**config.mk**
```make
export PLATFORM = sky130hd
export DESIGN_NAME = coin_acceptor
export DESIGN_NICKNAME = d
export VERILOG_FILES = /design/src/rtl/coin_pkg.sv /design/src/rtl/coin_debounce.sv /design/src/rtl/coin_acceptor.sv
export SDC_FILE = /design/constraint.sdc
export NUM_CORES = 1
export LEC_CHECK = 0
export ABC_AREA = 0
export CAP_MARGIN = 20
export CELL_PAD_IN_SITES_DETAIL_PLACEMENT = 0
export CELL_PAD_IN_SITES_GLOBAL_PLACEMENT = 1
export CORE_ASPECT_RATIO = 1.5
export CORE_MARGIN = 2
export CORE_UTILIZATION = 34
export CTS_CLUSTER_SIZE = 20
export DETAILED_ROUTE_END_ITERATION = 10
export DONT_BUFFER_PORTS = 1
export PLACE_DENSITY_LB_ADDON = 0.1
export SKIP_LAST_GASP = 1
export SLEW_MARGIN = 5
export SYNTH_ARGS = -nofsm -noshare
export SYNTH_HDL_FRONTEND = slang
export SYNTH_SLANG_ARGS = --single-unit
```
**constraint.sdc**
```tcl
create_clock -name clk -period 3.4 [get_ports clk]
set_input_delay 0.68 -clock clk [delete_from_list [all_inputs] [get_ports clk]]
set_output_delay 0.68 -clock clk [all_outputs]
set_load 0.005 [all_outputs]
```
**src/rtl/coin_pkg.sv**
```systemverilog
// Shared coin/debounce encodings and coin values for the coin acceptor.
// The audit counter is built only when COIN_AUDIT_EN is defined.
package coin_pkg;

   typedef enum logic [1:0] {
      NONE = 2'd0,
      C10  = 2'd1,
      C50  = 2'd2
   } coin_t;

   typedef enum logic [1:0] {
      IDLE  = 2'd0,
      COUNT = 2'd1,
      HELD  = 2'd2
   } db_state_t;

   localparam logic [15:0] C10_VALUE = 16'd1;
   localparam logic [15:0] C50_VALUE = 16'd5;

   function automatic logic [15:0] coin_value(coin_t c);
      case (c)
         C10:     coin_value = C10_VALUE;
         C50:     coin_value = C50_VALUE;
         default: coin_value = '0;
      endcase
   endfunction

endpackage

```
**src/rtl/coin_debounce.sv**
```systemverilog
// Per-channel 2-flop synchroniser and debounce FSM.
// Raises qualify_o for exactly one cycle per coin insertion.
module coin_debounce
   import coin_pkg::*;
#(
   parameter int DEBOUNCE_CYCLES = 4
) (
   input  logic clk,
   input  logic reset,
   input  logic raw_i,
   output logic qualify_o
);

   localparam logic [3:0] LAST = 4'(DEBOUNCE_CYCLES - 1);

   logic [1:0] sync_q;
   logic       synced;
   db_state_t  state_q, state_d;
   logic [3:0] cnt_q, cnt_d;

   assign synced = sync_q[1];

   always_ff @(posedge clk) begin
      if (!reset) begin
         sync_q  <= '0;
         state_q <= IDLE;
         cnt_q   <= '0;
      end else begin
         sync_q  <= {sync_q[0], raw_i};
         state_q <= state_d;
         cnt_q   <= cnt_d;
      end
   end

   // cnt_q holds the number of consecutive highs already seen
   always_comb begin
      state_d   = state_q;
      cnt_d     = cnt_q;
      qualify_o = 1'b0;
      unique case (state_q)
         IDLE: begin
            if (synced) begin
               state_d = COUNT;
               cnt_d   = 4'd1;
            end
         end
         COUNT: begin
            if (!synced) begin
               state_d = IDLE;
               cnt_d   = '0;
            end else if (cnt_q == LAST) begin
               state_d   = HELD;
               cnt_d     = '0;
               qualify_o = 1'b1;
            end else begin
               cnt_d = cnt_q + 4'd1;
            end
         end
         HELD: begin
            if (!synced) state_d = IDLE;
         end
         default: state_d = IDLE;
      endcase
   end

endmodule

```
**src/rtl/coin_acceptor.sv**
```systemverilog
// Coin acceptor: debounced channels, accepted-coin FIFO, paced pulses.
// Define COIN_AUDIT_EN to build the audit_total counter.
module coin_acceptor
   import coin_pkg::*;
#(
   parameter int DEBOUNCE_CYCLES = 4,
   parameter int FIFO_DEPTH      = 4
) (
   input  logic        clk,
   input  logic        reset,
   input  logic        coin_10_raw,
   input  logic        coin_50_raw,
   input  logic        accept_en,
   output logic        dollar_10,
   output logic        dollar_50,
   output logic        coin_reject,
   output logic [3:0]  fifo_count,
   output logic [15:0] audit_total
);

   localparam int         PW   = $clog2(FIFO_DEPTH);
   localparam logic [3:0] FULL = 4'(FIFO_DEPTH);

   logic q10, q50;

   coin_debounce #(
      .DEBOUNCE_CYCLES(DEBOUNCE_CYCLES)
   ) u_db10 (
      .clk      (clk),
      .reset    (reset),
      .raw_i    (coin_10_raw),
      .qualify_o(q10)
   );

   coin_debounce #(
      .DEBOUNCE_CYCLES(DEBOUNCE_CYCLES)
   ) u_db50 (
      .clk      (clk),
      .reset    (reset),
      .raw_i    (coin_50_raw),
      .qualify_o(q50)
   );

   coin_t          mem_q [FIFO_DEPTH];
   logic [PW-1:0]  wr_q, rd_q;
   logic [3:0]     cnt_q, cnt_d;
   logic           d10_q, d50_q, rej_q;
   logic           one_coin, full, push, pop, rej_d;
   coin_t          in_coin, head;

   assign one_coin = q10 ^ q50;
   assign in_coin  = q10 ? C10 : C50;
   assign full     = (cnt_q == FULL);
   assign head     = mem_q[rd_q];

   // A pulse in flight blocks the next pop, giving an idle gap
   assign pop   = accept_en && (cnt_q != 4'd0) && !(d10_q || d50_q);
   assign push  = one_coin && (!full || pop);
   assign rej_d = (q10 && q50) || (one_coin && !push);
   assign cnt_d = cnt_q + {3'b0, push} - {3'b0, pop};

   always_ff @(posedge clk) begin
      if (!reset) begin
         wr_q  <= '0;
         rd_q  <= '0;
         cnt_q <= '0;
         d10_q <= 1'b0;
         d50_q <= 1'b0;
         rej_q <= 1'b0;
      end else begin
         if (push) begin
            mem_q[wr_q] <= in_coin;
            wr_q        <= wr_q + PW'(1);
         end
         if (pop) rd_q <= rd_q + PW'(1);
         cnt_q <= cnt_d;
         d10_q <= pop && (head == C10);
         d50_q <= pop && (head == C50);
         rej_q <= rej_d;
      end
   end

   assign dollar_10   = d10_q;
   assign dollar_50   = d50_q;
   assign coin_reject = rej_q;
   assign fifo_count  = cnt_q;

`ifdef COIN_AUDIT_EN
   logic [15:0] audit_q;

   always_ff @(posedge clk) begin
      if (!reset) begin
         audit_q <= '0;
      end else if (pop) begin
         audit_q <= audit_q + coin_value(head);
      end
   end

   assign audit_total = audit_q;
`else
   assign audit_total = '0;
`endif

endmodule

```
# Word-level counts from Yosys, hierarchy flattened
# Memory sizes are Yosys's and may differ from the RTL's. A register that Yosys moved wholly into a read port is not among the register bits.
# Cells that the tools add are included.
# word_totals
ff_bits,27
ram_bits,8
output_inout_bits,23
elab_cells,87
memories,1
# memory_table
memory,words,width,read_ports,rd_ports_with_merged_regs,write_ports,line_no,text
mem_q,4,2,1,1,1,coin_acceptor.sv:44,coin_t mem_q [FIFO_DEPTH];
# classes
addsub,6
n_eq_ne,15
n_mux,30
bitwise_logic,1
reduce_logical,22
# ops
cell,n
$mux W4,6
$mux W2,11
$pmux W4 S2,2
$pmux W2 S3,2
$mux W1,9
$add A4 B1 Y4 const B,2
$eq A4 B2 Y1 const B,2
$logic_and A1 B1 Y1,7
$eq A2 B1 Y1 const B,3
$eq A2 B2 Y1 const B,3
$ne A3 B3 Y1 const B,2
$reduce_and A3 Y1,2
$add A2 B1 Y2 const B,2
$add A4 B1 Y4,1
$eq A4 B3 Y1 const B,1
$logic_not A2 Y1,2
$ne A2 B1 Y1 const B,2
$ne A2 B2 Y1 const B,2
$reduce_and A2 Y1,2
$reduce_bool A2 Y1,2
$reduce_bool A4 Y1,1
$sub A4 B1 Y4,1
$logic_not A1 Y1,3
$logic_or A1 B1 Y1,3
$xor A1 B1 Y1,1

# Longest topological paths before layout
# Gate-level depths: netlist of the first run.
# logic_depth
word_depth,9
depth_mapped,12
ltp_nobuf,12

# Hierarchy
# From an unflattened synthesis of the first run, not the netlist that was laid out.
# hier_totals
cells_unflattened,172
hier_area_um2,1794.2
# by_module_without_submodules
mod,n_inst,cells_per_inst,area_each_um2,seq_area_each_um2
coin_acceptor,1,102,1103.6,500.5
coin_debounce,2,35,345.3,160.2

# Least setup slack after synthesis of the first run
# OpenSTA, ideal clock, no wires.
# synth_timing
path_type,register to register
startpoint,register u_db10.cnt_q[0]
endpoint,register cnt_q[2] (netlist: fifo_count[2])
setup_time_ps,117
arrival_time_ps,2615
setup_slack_ps,668
path_stages_with_launch,13
n_path_buf,0
period_less_slack_ps,2732
cell_sequence,dfxtp_1 > ha_1 > nor4b_1 > nand3_1 > inv_1 > ha_1 > or3_1 > o21ai_0 > ha_1 > inv_1 > fa_1 > xor2_1 > nor2_1
# synth_via
elab_chain_cells,8
# synth_lines
element,line_no,text
"start, declared",coin_debounce.sv:19,"logic [3:0] cnt_q, cnt_d;"
"start signal, assigned",coin_debounce.sv:31,cnt_q <= cnt_d;
$eq A4 B2 Y1,coin_debounce.sv:51,end else if (cnt_q == LAST) begin
$mux W1,coin_debounce.sv:51,
$mux W1,coin_debounce.sv:48,if (!synced) begin
$mux W1,coin_debounce.sv:40,unique case (state_q)
$xor A1 B1 Y1,coin_acceptor.sv:51,assign one_coin = q10 ^ q50;
$logic_and A1 B1 Y1,coin_acceptor.sv:58,assign push = one_coin && (!full || pop);
$add A4 B1 Y4,coin_acceptor.sv:60,"assign cnt_d = cnt_q + {3'b0, push} - {3'b0, pop};"
$sub A4 B1 Y4,coin_acceptor.sv:60,
"end signal, assigned",coin_acceptor.sv:76,cnt_q <= cnt_d;
"end, declared",coin_acceptor.sv:46,"logic [3:0] cnt_q, cnt_d;"
# No other way between the ends.
# A chain may end at the register's enable or synchronous reset.

# Final worst setup path of the first run
# layout_timing
startpoint,register u_db10.cnt_q[1]
endpoint,register cnt_q[2] (netlist: fifo_count[2])
# The elaborated chain is that of the path after synthesis.

==> impl_metrics.env, run 1 <==
export IMPL_worstPathArrival_ps=3220
export IMPL_port_buffers=0
export IMPL_power_internal_w=0.0008247
export IMPL_first_global_vias=1101
export IMPL_maxCapViolations=0
export IMPL_ys_seq_elements=37
export IMPL_fillers=525
export IMPL_min_to="u_db10.sync_q[1]"
export IMPL_cts_hold_buf=0
export IMPL_pwr_share_clk=0.326
export IMPL_power_switching_w=0.0003329
export IMPL_clkTransAtPathRegs_ps=80
export IMPL_critPathLaunchType="register"
export IMPL_tightest_slew_ps=532.1
export IMPL_antenna_found_initial=0
export IMPL_cts_buffer_depth=2
export IMPL_grt_pass1_wl_microns=5037
export IMPL_dp_worst_setup_slack_ps=370.2
export IMPL_cts_sinks=37
export IMPL_worstReg2RegEnd="fifo_count[2]"
export IMPL_cts_resized=0
export IMPL_track_usage=0.1115
export IMPL_seq_power_share=0.460
export IMPL_clock_skew_ps=7.116
export IMPL_r2r_start="u_db10.cnt_q[1]"
export IMPL_finalSetupViolCount=0
export IMPL_power_frac_comb=0.214
export IMPL_remaining_drc_errors=0
export IMPL_setup_slack_ps=348.2
export IMPL_die_height_microns=93.77
export IMPL_final_nets=200
export IMPL_worst_skew_pair_late_latency_ps=290
export IMPL_n_antenna_cell=0
export IMPL_detail_route_vias_per_cell=4.709
export IMPL_setup_tns_ps=0
export IMPL_coreArea_sq_um=5165
export IMPL_globalplace_congestion=0.7311
export IMPL_row_count=32
export IMPL_period_share=0.8976
export IMPL_drt_wirelength_per_cell_microns=12.63
export IMPL_synth_cells_most_frequent="dfxtp_1, buf_4, ha_1, nand2_1, inv_1"
export IMPL_outcome="complete, no violations"
export IMPL_worstHoldStart="u_db10.sync_q[0]"
export IMPL_syn_area_per_cell_sq_um=10.21
export IMPL_hold_depth=1
export IMPL_synth_cell_type_count=45
export IMPL_synth_seq_area_share=0.4493
export IMPL_final_hold_viol_count=0
export IMPL_dp_final_hpwl_microns=2343
export IMPL_yosysMostFrequentCell="dfxtp_1"
export IMPL_path_max_fanout=5
export IMPL_cts_htree_levels=2
export IMPL_synth_cell_area_sq_um=1827
export IMPL_die_w_microns=63.85
export IMPL_initialDrtViolationCount=49
export IMPL_synth_top_area_frac=0.3178
export IMPL_drive_above_1_share=0.08743
export IMPL_cts_tree="built"
export IMPL_cts_root_buffer_cell="clkbuf_8"
export IMPL_synth_edf_count=8
export IMPL_ioPinCount=28
export IMPL_rsz0062_at_grt="no"
export IMPL_synth_cells=179
export IMPL_drt_pass1_iterations=4
export IMPL_synthFlopType="dfxtp_1"
export IMPL_die_area_sq_um=5987
export IMPL_switching_share=0.2876
export IMPL_vdd_ir_drop_max_v=0.0001642
export IMPL_min_period_ps=3052
export IMPL_grt_overflow=0
export IMPL_required_ps=3570
export IMPL_area_growth_syn_to_layout_pct=6.781
export IMPL_vias=1182
export IMPL_wl_microns=3170
export IMPL_ant_nets=0
export IMPL_yosysTopAreaCell="dfxtp_1"
export IMPL_path_class="register to register"
export IMPL_power_density_nw_per_um2=593.4
export IMPL_start_util=0.3537
export IMPL_synth_warnings=0
export IMPL_cts_made_buffers=5
export IMPL_synthArstFlopShare=0
export IMPL_power_leakage_nw=0.7496
export IMPL_regToRegSetupSlack_ps=350
export IMPL_setup_worst_path_end_class="register"
export IMPL_synth_area_top_cells="dfxtp_1, edfxtp_1, ha_1"
export IMPL_grt_max_degree=27
export IMPL_fmax_ghz=0.3277
export IMPL_slew_violations=0
export IMPL_r2r_cells=12
export IMPL_hold_class="register to register"
export IMPL_cts_setup_buffers=0
export IMPL_relSlewSlack=0.6445
-- through the flow --
| stage | utilization | hold WS (ps) | std cells | area (sq um) | total power (W) |
|---|---|---|---|---|---|
| floorplan | - | 411.9 | 194 | 1883 | 0.0007407 |
| global placement | 0.3563 | 420.2 | 243 | 1841 | 0.0007923 |
| finish | 0.3777 | 437.4 | 251 | 1951 | 0.001158 |
| detailed placement | 0.3563 | 424.3 | 243 | 1841 | 0.0007990 |
| CTS | 0.3777 | 442.5 | 251 | 1951 | 0.001178 |
| global route | 0.3777 | 448.2 | 251 | 1951 | 0.001241 |
-- kinds of logic (layout without fill, tap and decap cells) --
family,count (synthesis),in the layout,share of synthesized area
muxes,8,8,0.05753
AOI/OAI and AO/OA,27,27,0.09727
other,1,16,0.002053
xor gates and xnor gates,1,1,0.004795
buffers and inverters,31,20,0.09658
adders and majority gates,13,13,0.09315
and+or+nand+nor,61,61,0.1993
DFF,37,37,0.4493
-- registers in the layout, summed over array words and instances (netlist names), named ones only --
| register | flops |
|---|---|
| u_db10.state_q | 2 |
| dollar_50 | 1 |
| u_db50.sync_q | 2 |
| wr_q | 2 |
| u_db50.cnt_q | 4 |
| u_db10.cnt_q | 4 |
| rd_q | 2 |
| coin_reject | 1 |
| fifo_count | 4 |
| mem_q | 8 |
| dollar_10 | 1 |
| u_db50.state_q | 2 |
| u_db10.sync_q | 2 |
-- layout by cell type, fill, tap and decap left out, types with 4 or more instances in the layout --
cell      netlist  final
dfxtp_1        29     29
conb_1          1     16
nand2_1        12     12
ha_1           12     12
inv_1          10     10
a21oi_1         9      9
and2_1          9      9
edfxtp_1        8      8
o21ai_0         7      7
nor2_1          7      7
nand3_1         6      6
mux2i_1         6      6
nor2b_1         5      5
clkbuf_8        0      5
nor3b_1         4      4
-- area by class of cell --
type                       instances  area, sq um  area share
multi-input combinational        126        885.9      0.4541
sequential                        37        820.8      0.4208
tap                               68        85.08     0.04362
clock buffer                       5        68.82     0.03528
clock inverter                     3        41.29     0.02117
inverter                          11        41.29     0.02117
timing repair buffer               1        7.507    0.003849
-- worst max path at each step --
stage / from / endpoint / slack [ps] / cells after the start
floorplan: u_db10.cnt_q[0] / fifo_count[2] / 670 / 12
global placement: u_db10.cnt_q[0] / fifo_count[2] / 470 / 12
detailed placement: u_db10.cnt_q[0] / fifo_count[2] / 370 / 12
CTS: u_db10.cnt_q[0] / fifo_count[2] / 350 / 12
global route: u_db10.cnt_q[0] / fifo_count[2] / 40 / 12
finish: u_db10.cnt_q[1] / fifo_count[2] / 350 / 12
-- layer usage --
| layer | wire [microns] | GRT usage |
|---|---|---|
| met4 | 51 | 0.05435 |
| met5 | 0 | 0 |
| met3 | 133 | 0.03597 |
| met2 | 1693 | 0.2014 |
| met1 | 1291 | 0.1135 |
-- critical path, stage by stage, from the launching register on --
cell and delay, ps:
dfxtp_1 370, ha_1 210, nor4b_1 340, nand3_1 220, inv_1 180, ha_1 280, or3_1 420, o21ai_0 100
ha_1 200, inv_1 60, fa_1 370, xor2_1 130, nor2_1 50
-- power by group through the flow --
stage          Combinational (W)  Sequential (W)  Clock, W
6_report                0.000248        0.000533  0.000377
5_1_grt                 0.000287        0.000543  0.000411
4_1_cts                 0.000254        0.000535  0.000389
3_5_place_dp            0.000253        0.000546         0
3_3_place_gp            0.000248        0.000545         0
2_1_floorplan           0.000207        0.000533         0
(Power assumes the default switching activity.)
==> inputs of run 2 (changes only) <==
--- a/config.mk
+++ b/config.mk
@@ -15,6 +15,7 @@
 export CTS_CLUSTER_SIZE = 20
 export DETAILED_ROUTE_END_ITERATION = 10
 export DONT_BUFFER_PORTS = 1
+export GPL_ROUTABILITY_DRIVEN = 1
 export PLACE_DENSITY_LB_ADDON = 0.1
 export SKIP_LAST_GASP = 1
 export SLEW_MARGIN = 5
==> results of run 2 <==
Same layout as run 1: the final DEF is identical, and so are final timing and power.
